## src/rtl/gat_pkg.sv

```systemverilog
// Shared types and constants for the GAT input loader: FSM states, region indices,
// BRAM data widths and per-region default depths / address widths.
package gat_pkg;

   localparam int unsigned H_DATA_WIDTH    = 16;
   localparam int unsigned NODE_INFO_WIDTH = 8;
   localparam int unsigned DATA_WIDTH      = 16;

   localparam int unsigned H_DEPTH_DEF    = 16;
   localparam int unsigned NODE_DEPTH_DEF = 8;
   localparam int unsigned WGT_DEPTH_DEF  = 16;
   localparam int unsigned A_DEPTH_DEF    = 8;

   // Address widths are sized for the default depths; smaller depths reuse them.
   localparam int unsigned H_DATA_ADDR_W    = $clog2(H_DEPTH_DEF);
   localparam int unsigned NODE_INFO_ADDR_W = $clog2(NODE_DEPTH_DEF);
   localparam int unsigned WEIGHT_ADDR_W    = $clog2(WGT_DEPTH_DEF);
   localparam int unsigned A_ADDR_W         = $clog2(A_DEPTH_DEF);

   typedef enum logic [2:0] {
      StIdle,
      StLdH,
      StLdNode,
      StLdWgt,
      StLdA,
      StDone
   } ld_state_e;

   typedef enum logic [1:0] {
      RgnH,
      RgnNode,
      RgnWgt,
      RgnA
   } ld_region_e;

   // Region that the next accepted word belongs to; IDLE feeds H word 0.
   function automatic ld_region_e region_of(ld_state_e s);
      unique case (s)
         StIdle, StLdH: return RgnH;
         StLdNode:      return RgnNode;
         StLdWgt:       return RgnWgt;
         default:       return RgnA;
      endcase
   endfunction

   function automatic ld_state_e state_after(ld_region_e r);
      unique case (r)
         RgnH:    return StLdNode;
         RgnNode: return StLdWgt;
         RgnWgt:  return StLdA;
         default: return StDone;
      endcase
   endfunction

endpackage

```

## src/rtl/loader_region_ctr.sv

```systemverilog
// Per-region word counter with terminal-count flag; LOADER_CHKSUM_EN adds a trailer
// phase that checks a running sum of the region's data words.
module loader_region_ctr #(
   parameter int unsigned DEPTH  = 16,
   parameter int unsigned ADDR_W = 4,
   parameter int unsigned DATA_W = 32
) (
   input  logic              clk,
   input  logic              rst_n,
   input  logic              clear_i,
   input  logic              inc_i,
   input  logic [DATA_W-1:0] data_i,
   output logic [ADDR_W-1:0] cnt_o,
   output logic              wr_o,
   output logic              tc_o,
   output logic              err_o
);

   logic [ADDR_W-1:0] cnt_q, cnt_d;
   logic              last;

   assign last  = (cnt_q == ADDR_W'(DEPTH - 1));
   assign cnt_o = cnt_q;

   always_comb begin
      cnt_d = cnt_q;
      if (clear_i) begin
         cnt_d = '0;
      end else if (wr_o) begin
         cnt_d = last ? '0 : cnt_q + ADDR_W'(1);
      end
   end

   always_ff @(posedge clk or negedge rst_n) begin
      if (!rst_n) cnt_q <= '0;
      else        cnt_q <= cnt_d;
   end

`ifdef LOADER_CHKSUM_EN
   logic              trl_q, trl_d;
   logic [DATA_W-1:0] sum_q, sum_d;

   assign wr_o  = inc_i & ~trl_q;
   assign tc_o  = inc_i & trl_q;
   assign err_o = inc_i & trl_q & (data_i != sum_q);

   always_comb begin
      trl_d = trl_q;
      sum_d = sum_q;
      if (clear_i) begin
         trl_d = 1'b0;
         sum_d = '0;
      end else if (wr_o) begin
         sum_d = sum_q + data_i;
         if (last) trl_d = 1'b1;
      end else if (tc_o) begin
         trl_d = 1'b0;
      end
   end

   always_ff @(posedge clk or negedge rst_n) begin
      if (!rst_n) begin
         trl_q <= 1'b0;
         sum_q <= '0;
      end else begin
         trl_q <= trl_d;
         sum_q <= sum_d;
      end
   end
`else
   logic unused_data;

   assign unused_data = ^data_i;
   assign wr_o        = inc_i;
   assign tc_o        = inc_i & last;
   assign err_o       = 1'b0;
`endif

endmodule

```

## src/rtl/gat_input_loader.sv

```systemverilog
// Streams H data, node info, weights and `a` into gat_top's input BRAM A ports in a fixed
// region order. Optional trailer checksum per region via LOADER_CHKSUM_EN.
module gat_input_loader
   import gat_pkg::*;
#(
   parameter int unsigned LD_DATA_W  = 32,
   parameter int unsigned H_DEPTH    = H_DEPTH_DEF,
   parameter int unsigned NODE_DEPTH = NODE_DEPTH_DEF,
   parameter int unsigned WGT_DEPTH  = WGT_DEPTH_DEF,
   parameter int unsigned A_DEPTH    = A_DEPTH_DEF
) (
   input  logic                        clk,
   input  logic                        rst_n,
   input  logic                        clear_i,
   input  logic                        ld_vld_i,
   output logic                        ld_rdy_o,
   input  logic [LD_DATA_W-1:0]        ld_data_i,
   output logic [H_DATA_WIDTH-1:0]     h_data_bram_din,
   output logic                        h_data_bram_ena,
   output logic [H_DATA_ADDR_W-1:0]    h_data_bram_addra,
   output logic [NODE_INFO_WIDTH-1:0]  h_node_info_bram_din,
   output logic                        h_node_info_bram_ena,
   output logic [NODE_INFO_ADDR_W-1:0] h_node_info_bram_addra,
   output logic [DATA_WIDTH-1:0]       wgt_bram_din,
   output logic                        wgt_bram_ena,
   output logic [WEIGHT_ADDR_W-1:0]    wgt_bram_addra,
   output logic [DATA_WIDTH-1:0]       a_bram_din,
   output logic                        a_bram_ena,
   output logic [A_ADDR_W-1:0]         a_bram_addra,
   output logic                        h_data_bram_load_done,
   output logic                        h_node_info_bram_load_done,
   output logic                        wgt_bram_load_done,
   output logic                        a_bram_load_done,
   output logic                        chk_err_o,
   output logic                        all_done_o
);

   ld_state_e  state_q, state_d;
   ld_region_e cur_rgn;
   logic       acc;
   logic [3:0] inc, wr, tc, err;
   logic [3:0] done_q, done_set;

   logic [H_DATA_ADDR_W-1:0]    cnt_h;
   logic [NODE_INFO_ADDR_W-1:0] cnt_node;
   logic [WEIGHT_ADDR_W-1:0]    cnt_wgt;
   logic [A_ADDR_W-1:0]         cnt_a;

   assign ld_rdy_o = ~clear_i & (state_q != StDone);
   assign acc      = ld_vld_i & ld_rdy_o;
   assign cur_rgn  = region_of(state_q);
   assign inc      = acc ? (4'b0001 << cur_rgn) : 4'b0000;

   loader_region_ctr #(.DEPTH(H_DEPTH), .ADDR_W(H_DATA_ADDR_W), .DATA_W(LD_DATA_W)) u_ctr_h (
      .clk(clk), .rst_n(rst_n), .clear_i(clear_i), .inc_i(inc[RgnH]), .data_i(ld_data_i),
      .cnt_o(cnt_h), .wr_o(wr[RgnH]), .tc_o(tc[RgnH]), .err_o(err[RgnH])
   );

   loader_region_ctr #(.DEPTH(NODE_DEPTH), .ADDR_W(NODE_INFO_ADDR_W), .DATA_W(LD_DATA_W)) u_ctr_node (
      .clk(clk), .rst_n(rst_n), .clear_i(clear_i), .inc_i(inc[RgnNode]), .data_i(ld_data_i),
      .cnt_o(cnt_node), .wr_o(wr[RgnNode]), .tc_o(tc[RgnNode]), .err_o(err[RgnNode])
   );

   loader_region_ctr #(.DEPTH(WGT_DEPTH), .ADDR_W(WEIGHT_ADDR_W), .DATA_W(LD_DATA_W)) u_ctr_wgt (
      .clk(clk), .rst_n(rst_n), .clear_i(clear_i), .inc_i(inc[RgnWgt]), .data_i(ld_data_i),
      .cnt_o(cnt_wgt), .wr_o(wr[RgnWgt]), .tc_o(tc[RgnWgt]), .err_o(err[RgnWgt])
   );

   loader_region_ctr #(.DEPTH(A_DEPTH), .ADDR_W(A_ADDR_W), .DATA_W(LD_DATA_W)) u_ctr_a (
      .clk(clk), .rst_n(rst_n), .clear_i(clear_i), .inc_i(inc[RgnA]), .data_i(ld_data_i),
      .cnt_o(cnt_a), .wr_o(wr[RgnA]), .tc_o(tc[RgnA]), .err_o(err[RgnA])
   );

   always_comb begin
      state_d = state_q;
      if (clear_i) begin
         state_d = StIdle;
      end else if (acc) begin
         if (tc[cur_rgn])            state_d = state_after(cur_rgn);
         else if (state_q == StIdle) state_d = StLdH;
      end
   end

   always_ff @(posedge clk or negedge rst_n) begin
      if (!rst_n) begin
         state_q                <= StIdle;
         h_data_bram_ena        <= 1'b0;
         h_data_bram_addra      <= '0;
         h_data_bram_din        <= '0;
         h_node_info_bram_ena   <= 1'b0;
         h_node_info_bram_addra <= '0;
         h_node_info_bram_din   <= '0;
         wgt_bram_ena           <= 1'b0;
         wgt_bram_addra         <= '0;
         wgt_bram_din           <= '0;
         a_bram_ena             <= 1'b0;
         a_bram_addra           <= '0;
         a_bram_din             <= '0;
         done_q                 <= '0;
      end else begin
         state_q              <= state_d;
         h_data_bram_ena      <= wr[RgnH];
         h_node_info_bram_ena <= wr[RgnNode];
         wgt_bram_ena         <= wr[RgnWgt];
         a_bram_ena           <= wr[RgnA];
         if (wr[RgnH]) begin
            h_data_bram_addra <= cnt_h;
            h_data_bram_din   <= ld_data_i[H_DATA_WIDTH-1:0];
         end
         if (wr[RgnNode]) begin
            h_node_info_bram_addra <= cnt_node;
            h_node_info_bram_din   <= ld_data_i[NODE_INFO_WIDTH-1:0];
         end
         if (wr[RgnWgt]) begin
            wgt_bram_addra <= cnt_wgt;
            wgt_bram_din   <= ld_data_i[DATA_WIDTH-1:0];
         end
         if (wr[RgnA]) begin
            a_bram_addra <= cnt_a;
            a_bram_din   <= ld_data_i[DATA_WIDTH-1:0];
         end
         done_q <= clear_i ? 4'b0000 : (done_q | done_set);
      end
   end

`ifdef LOADER_CHKSUM_EN
   logic chk_err_q;

   // Trailer acceptance completes the region, so done and error both land at N+1.
   assign done_set  = tc;
   assign chk_err_o = chk_err_q;

   always_ff @(posedge clk or negedge rst_n) begin
      if (!rst_n) chk_err_q <= 1'b0;
      else        chk_err_q <= clear_i ? 1'b0 : (chk_err_q | (|err));
   end
`else
   logic [3:0] fin_q;
   logic       unused_err;

   // fin_q aligns with the last write strobe so done follows it by one cycle.
   assign done_set   = fin_q;
   assign chk_err_o  = 1'b0;
   assign unused_err = ^err;

   always_ff @(posedge clk or negedge rst_n) begin
      if (!rst_n) fin_q <= '0;
      else        fin_q <= clear_i ? 4'b0000 : tc;
   end
`endif

   assign h_data_bram_load_done      = done_q[RgnH];
   assign h_node_info_bram_load_done = done_q[RgnNode];
   assign wgt_bram_load_done         = done_q[RgnWgt];
   assign a_bram_load_done           = done_q[RgnA];
   assign all_done_o                 = &done_q;

endmodule

```

## config.mk

```make
export PLATFORM = sky130hd
export DESIGN_NAME = gat_input_loader
export DESIGN_NICKNAME = d
export VERILOG_FILES = /design/src/rtl/gat_pkg.sv /design/src/rtl/loader_region_ctr.sv /design/src/rtl/gat_input_loader.sv
export SDC_FILE = /design/constraint.sdc
export NUM_CORES = 1
export LEC_CHECK = 0
export ABC_AREA = 1
export BUFFER_PORTS_ARGS = -buffer_cell sky130_fd_sc_hd__buf_2
export CORE_ASPECT_RATIO = 1.75
export CORE_MARGIN = 2
export CORE_UTILIZATION = 51
export DETAILED_ROUTE_END_ITERATION = 10
export PLACE_DENSITY_LB_ADDON = 0.12
export SLEW_MARGIN = 20
export SYNTH_ARGS = -nofsm -noshare
export SYNTH_HDL_FRONTEND = slang
export SYNTH_SLANG_ARGS = --single-unit
```

## constraint.sdc

```tcl
create_clock -name clk -period 1.56 [get_ports clk]
set_input_delay 0.078 -clock clk [delete_from_list [all_inputs] [get_ports clk]]
set_output_delay 0.078 -clock clk [all_outputs]
set_load 0.01 [all_outputs]
```

Yosys cells after proc, flatten, opt, wreduce, memory -nomap -nowiden
Index checks and enable logic that the tools add are counted.
W data, S select, Z words.
{ "op_classes": {"addsub": 4, "magnitude_cmp": 1, "n_eq_ne": 10, "shift": 1, "muxes": 23, "bitwise_logic": 8, "reduce_logical": 11} }
{ "op_table": {"columns": ["op", "count"], "rows": [
  ["$mux W4", 9],
  ["$mux W3", 10],
  ["$reduce_bool A2 Y1", 5],
  ["$pmux W3 S3", 1],
  ["$add A4 B1 Y4 const B", 2],
  ["$eq A4 B4 Y1 const B", 2],
  ["$add A3 B1 Y3 const B", 2],
  ["$and A1 B1 Y1", 6],
  ["$eq A3 B2 Y1 const B", 2],
  ["$eq A3 B3 Y1 const B", 2],
  ["$pmux W2 S3", 1],
  ["$or A4 B4 Y4", 1],
  ["$reduce_and A4 Y1", 1],
  ["$shl A1 B2 Y4 const A", 1],
  ["$eq A3 B1 Y1 const B", 1],
  ["$logic_not A3 Y1", 1],
  ["$lt A2 B3 Y1 const B", 1],
  ["$ne A3 B3 Y1 const B", 1],
  ["$reduce_bool A3 Y1", 1],
  ["$bmux W1 S2", 1],
  ["$eq A2 B1 Y1 const B", 1],
  ["$eq A2 B2 Y1 const B", 1],
  ["$logic_not A2 Y1", 1],
  ["$reduce_and A2 Y1", 1],
  ["3 further kinds", 3]
]} }
{ "totals": {"register_bits": 99, "inputBits": 36, "out_inout_bits": 81, "wordCells": 77} }

Depth between registers and ports, before layout
{ "depth": {"depth_word": 11, "depth_mapped": 9, "mapped_depth_nobuf": 9} }

By module
Synthesis repeated with hierarchy kept, for this count alone.
{ "hier_totals": {"cells_unflattened": 327, "area_unflattened_um2": 4091.4} }
{ "by_module_without_submodules": {"columns": ["module", "instances", "cells_each", "area_each_um2", "seq_area_each_um2"], "rows": [
  ["gat_input_loader", 1, 225, 3248.1, 2127.0],
  ["loader_region_ctr (u_ctr_h ...)", 2, 29, 242.7, 100.1],
  ["loader_region_ctr (u_ctr_a ...)", 2, 22, 178.9, 75.1]
]} }

Worst setup path after synthesis
OpenSTA, ideal clock, no wires.
{ "synth_timing": {"kind": "reg-to-reg", "startpoint": "register u_ctr_a.cnt_q[0], in the netlist u_ctr_a.cnt_o[0]", "endpoint": "register state_q[0]", "setup_ps": 116, "arrival_ps": 1192, "required_ps": 1444, "slack_ps": 252, "path_stages_with_launch": 9, "n_path_buf": 0, "synth_period_minus_slack_ps": 1308, "path_cell_list": "dfrtp_1 ha_1 ha_1 inv_1 nor2_1 a21oi_2 nand3_2 nor2_1 nor2_1"} }
{ "synth_between": {"elab_chain_len": 7, "word_cells_on_any_way": 9, "cone_classes": "eq/ne: 1; mux: 5; bitwise: 1; reduce/logical: 2"} }
{ "synth_rtl": {"columns": ["element", "line_no", "text"], "rows": [
  ["start: declaration", "loader_region_ctr.sv:19", "logic [ADDR_W-1:0] cnt_q, cnt_d;"],
  ["start signal: assignment", "loader_region_ctr.sv:36", "else cnt_q <= cnt_d;"],
  ["$eq A3 B3 Y1 (*)", "loader_region_ctr.sv:22", "assign last = (cnt_q == ADDR_W'(DEPTH - 1));"],
  ["$and A1 B1 Y1 (*)", "loader_region_ctr.sv:75", "assign tc_o = inc_i & last;"],
  ["$bmux W1 S2 (*)", "gat_input_loader.sv:79", "if (tc[cur_rgn]) state_d = state_after(cur_rgn);"],
  ["$mux W1 (implied by the code) (*)", "gat_input_loader.sv:79", null],
  ["$mux W3", "gat_input_loader.sv:79", null],
  ["$mux W3", "gat_input_loader.sv:78", "end else if (acc) begin"],
  ["$mux W3", "gat_input_loader.sv:76", "if (clear_i) begin"],
  ["end signal: assignment", "gat_input_loader.sv:86", "state_q <= StIdle;"],
  ["end signal: assignment", "gat_input_loader.sv:101", "state_q <= state_d;"],
  ["end: declaration", "gat_input_loader.sv:38", "ld_state_e state_q, state_d;"]
]} }
Every way passes the cells marked *; elsewhere a longest branch is shown, timed or not. The select of a mux whose other input is x is not followed.
A chain may end at the register's enable or synchronous reset.

Worst setup path after layout
{ "layout_timing": {"startpoint": "register u_ctr_a.cnt_q[0], in the netlist u_ctr_a.cnt_o[0]", "endpoint": "register state_q[2]"} }
The elaborated chain is that of the path after synthesis.

==> flow_summary.yaml <==
run_status:
  status: "finished clean"
critical_path:
  worstPathRequired_ns: 1.81
  crit_family: "adder cells"
  worstSetupStartpointType: "register"
  path_cells: "ha_1 > ha_2 > inv_2 > nor2_1 > a21oi_2 > nand3_2 > o21ai_0"
  cp_max_fo: 3
  slowest_stage: "dfrtp_1"
  cp.buffers_inverters: 1
  worstSetupEndpointType: "register"
  cpPeakStageDelay_ns: 0.38
  cp.arrival_ns: 1.73
  path_class: "register to register"
timing:
  post-route-period-util_pct: 94.8
  setup_viol: 0
  worst_slew_pin_slew_ns: 0.523
  finClkSkew_ns: 0.00492
  rsz0062_at_grt: "yes"
  fin_tns_setup_ns: 0
  period_needed_ns: 1.48
  slew_violations: 0
  hold_violations: 0
  whs_ns: 0.00899
  max_freq_mhz: 676
  slew_headroom_pct: 65.1
final_layout:
  fill_cells: 658
  seq_area_um2: 2480
  drive_above_1_share_pct: 32.3
  syn2layout_area_growth_pct: 23.8
  final_cell_area_um2: 4870
  final_util_pct: 64.8
  layout_commonest_cell: "nand2_1"
  layout_common_cells: "103 x nand2_1, 99 x dfrtp_1, 98 x buf_2"
  multi_input_area_um2: 1210
  nets: 530
  diodes: 0
floorplan:
  die_x_um: 70.4
  io_pins: 117
  die_h_um: 120
  dieArea_um2: 8450
  rows: 42
  start_util_pct: 52.3
  coreArea_um2: 7510
power_and_ir_drop:
  seqPwrFrac_pct: 49.3
  p_comb_share_pct: 7.5
  power.switching_mw: 1.23
  p_sw_share_pct: 22.2
  leakage_nw: 2.66
  powerDensity_nw_per_um2: 1140
  finalPower_mw: 5.55
  p_clk_share_pct: 43.2
  intPower_mw: 4.31
  ir_drop_mv: 0.765
run:
  maxCapViolations: 0
clock_network:
  cts.path.max_buffers: 2
  cts_tree: "done"
  clk_latency_ns: 0.34
  cts_made_buffers: 9
  clock_sinks: 99
  root_buffer: "clkbuf_16"
  h-tree-depth: 3
  cts.clk_slew.worst_paths_ns: 0.07
yosys:
  syn_area_per_cell_um2: 10.2
  syn_area_um2: 3930
  synthTopCellsByArea: "dfrtp_1 63%, nand2_1 9.8%, o21ai_0 5.7%, o21ai_2 3.8%, inv_1 2.9%"
  yosys.area.top_type_share_pct: 63.0
  yosysSeqAreaShare_pct: 63.0
  yosysWarnings: 0
  yosys.cell_types.count: 29
  postSynthCellCount: 386
  ys_ff_latch: 99
  synth_top_cell_by_area: "dfrtp_1"
  synth_nets: 428
place:
  io_buffers: 99
  dpl.hpwl_mm: 5.20
  post_dp_cell_area_um2: 4500
  place.gp.congestion: 0.786
drt:
  totalWireLength_mm: 7.95
  antenna_left: 0
  viasPerCell: 4.98
  wl_per_cell_um: 13.7
  initialDrtViolationCount: 199
  drt-pass1-iter-count: 4
  drc: 0
  vias: 2887
grt:
  grt_pass1_wl_mm: 13.3
  track_usage_pct: 20.2
  grt_max_degree: 100
  grt_overflow_total: 0
  antenna_found_initial: 0
  grt_pass1_vias: 2846
hold_path:
  hold_class: "input port to register"
-- state kept, by name (all words and copies together), names as in the netlist --
register and count:
a_bram_din 16, h_data_bram_din 16, wgt_bram_din 16, h_node_info_bram_din 8, done_q 4, done_set 4
h_data_bram_addra 4, u_ctr_h.cnt_o 4, u_ctr_wgt.cnt_o 4, wgt_bram_addra 4, a_bram_addra 3, h_node_info_bram_addra 3
state_q 3, u_ctr_a.cnt_o 3, u_ctr_node.cnt_o 3, a_bram_ena 1, h_data_bram_ena 1, h_node_info_bram_ena 1
wgt_bram_ena 1
-- metrics by stage --
stage	setup slack, ns	cells
floorplan	0.252	386
global placement	0.0662	562
detailed placement	0.0159	562
CTS	0.0487	578
global route	-0.0224	580
finish	0.0809	580
-- worst min-delay path, stage by stage --
cell	delay, ns
buf_2	0.07
inv_1	0.05
o21ai_2	0.12
-- cell families after synthesis --
group                    count (synthesis)  share of synthesized area, %
other                                    1                        0.0954
AND/OR/NAND/NOR                        140                          15.4
flip-flops                              99                          63.0
buffers and inverters                   53                          6.34
XOR/XNOR                                 1                         0.223
adder cells (fa/ha/maj)                  6                          1.91
AO/OA/AOI/OAI                           86                          13.0
-- routing by layer --
layer  global-route usage, %  wire length [µm]  vias to the layer above
met5                       0                 0                        -
met3                    3.78               303                       12
met2                    33.5              4000                       65
li1                        -                 -                     1450
met4                    9.74               172                        0
met1                    25.3              3470                     1360
-- path summary, 6_finish.rpt --
kind | end | from | slack [ns] | cells after the start
min in group asynchronous | wgt_bram_addra[0] | rst_n | 0.33 | 3
hold reg to reg | done_q[0] | done_set[0] | 0.47 | 2
hold / removal | wgt_bram_din[11] | ld_data_i[11] | 0.009 | 3
max in group asynchronous | h_data_bram_din[5] | rst_n | 0.83 | 3
setup / recovery | state_q[2] | u_ctr_a.cnt_o[0] | 0.08 | 7
setup reg to reg | state_q[2] | u_ctr_a.cnt_o[0] | 0.08 | 7
-- what timing repair did --
item / CTS / global route
gates resized for setup: 1 / 5
endpoints found under the setup margin: 1 / 14
setup buffers: 0 / 2
endpoints found under the hold margin: 99 / 0
hold buffers: 1 / 0
pin swaps: 0 / 2
-- power by group through the flow --
stage                     logic (mW)  clock network [mW]  registers [mW]
after detailed placement       0.424                   0            2.78
final                          0.416                2.40            2.74
after CTS                      0.428                2.45            2.73
after global routing           0.474                2.54            2.75
after floorplan                0.148                   0            2.83
after global placement         0.417                   0            2.78
-- layout make-up --
cell class | count | share of cell area, %
multi-input cells | 234 | 24.9
clock inverters | 4 | 1.52
flip-flops and latches | 99 | 50.9
repair buffers | 108 | 12.2
well taps | 88 | 2.26
clock buffers | 11 | 5.19
inverters | 36 | 2.98
-- cells in the mapped netlist --
cell type,n
nor3b_1,1
nand3_1,9
o21ai_2,17
nand4_2,2
o21ai_1,11
o31ai_1,1
nor2_4,2
nand3_2,2
nand4_1,1
nand2_1,103
a21oi_2,2
o21ai_0,45
dfrtp_1,99
nor2_2,1
a21oi_1,8
o2111ai_1,1
xor2_1,1
nor2_1,18
nand3_4,1
o32ai_1,1
buf_4,3
inv_1,30
inv_4,2
buf_2,3
buf_6,4
clkbuf_1,7
conb_1,1
inv_2,4
ha_1,6
Note: power is estimated with default switching activity, not from simulation.
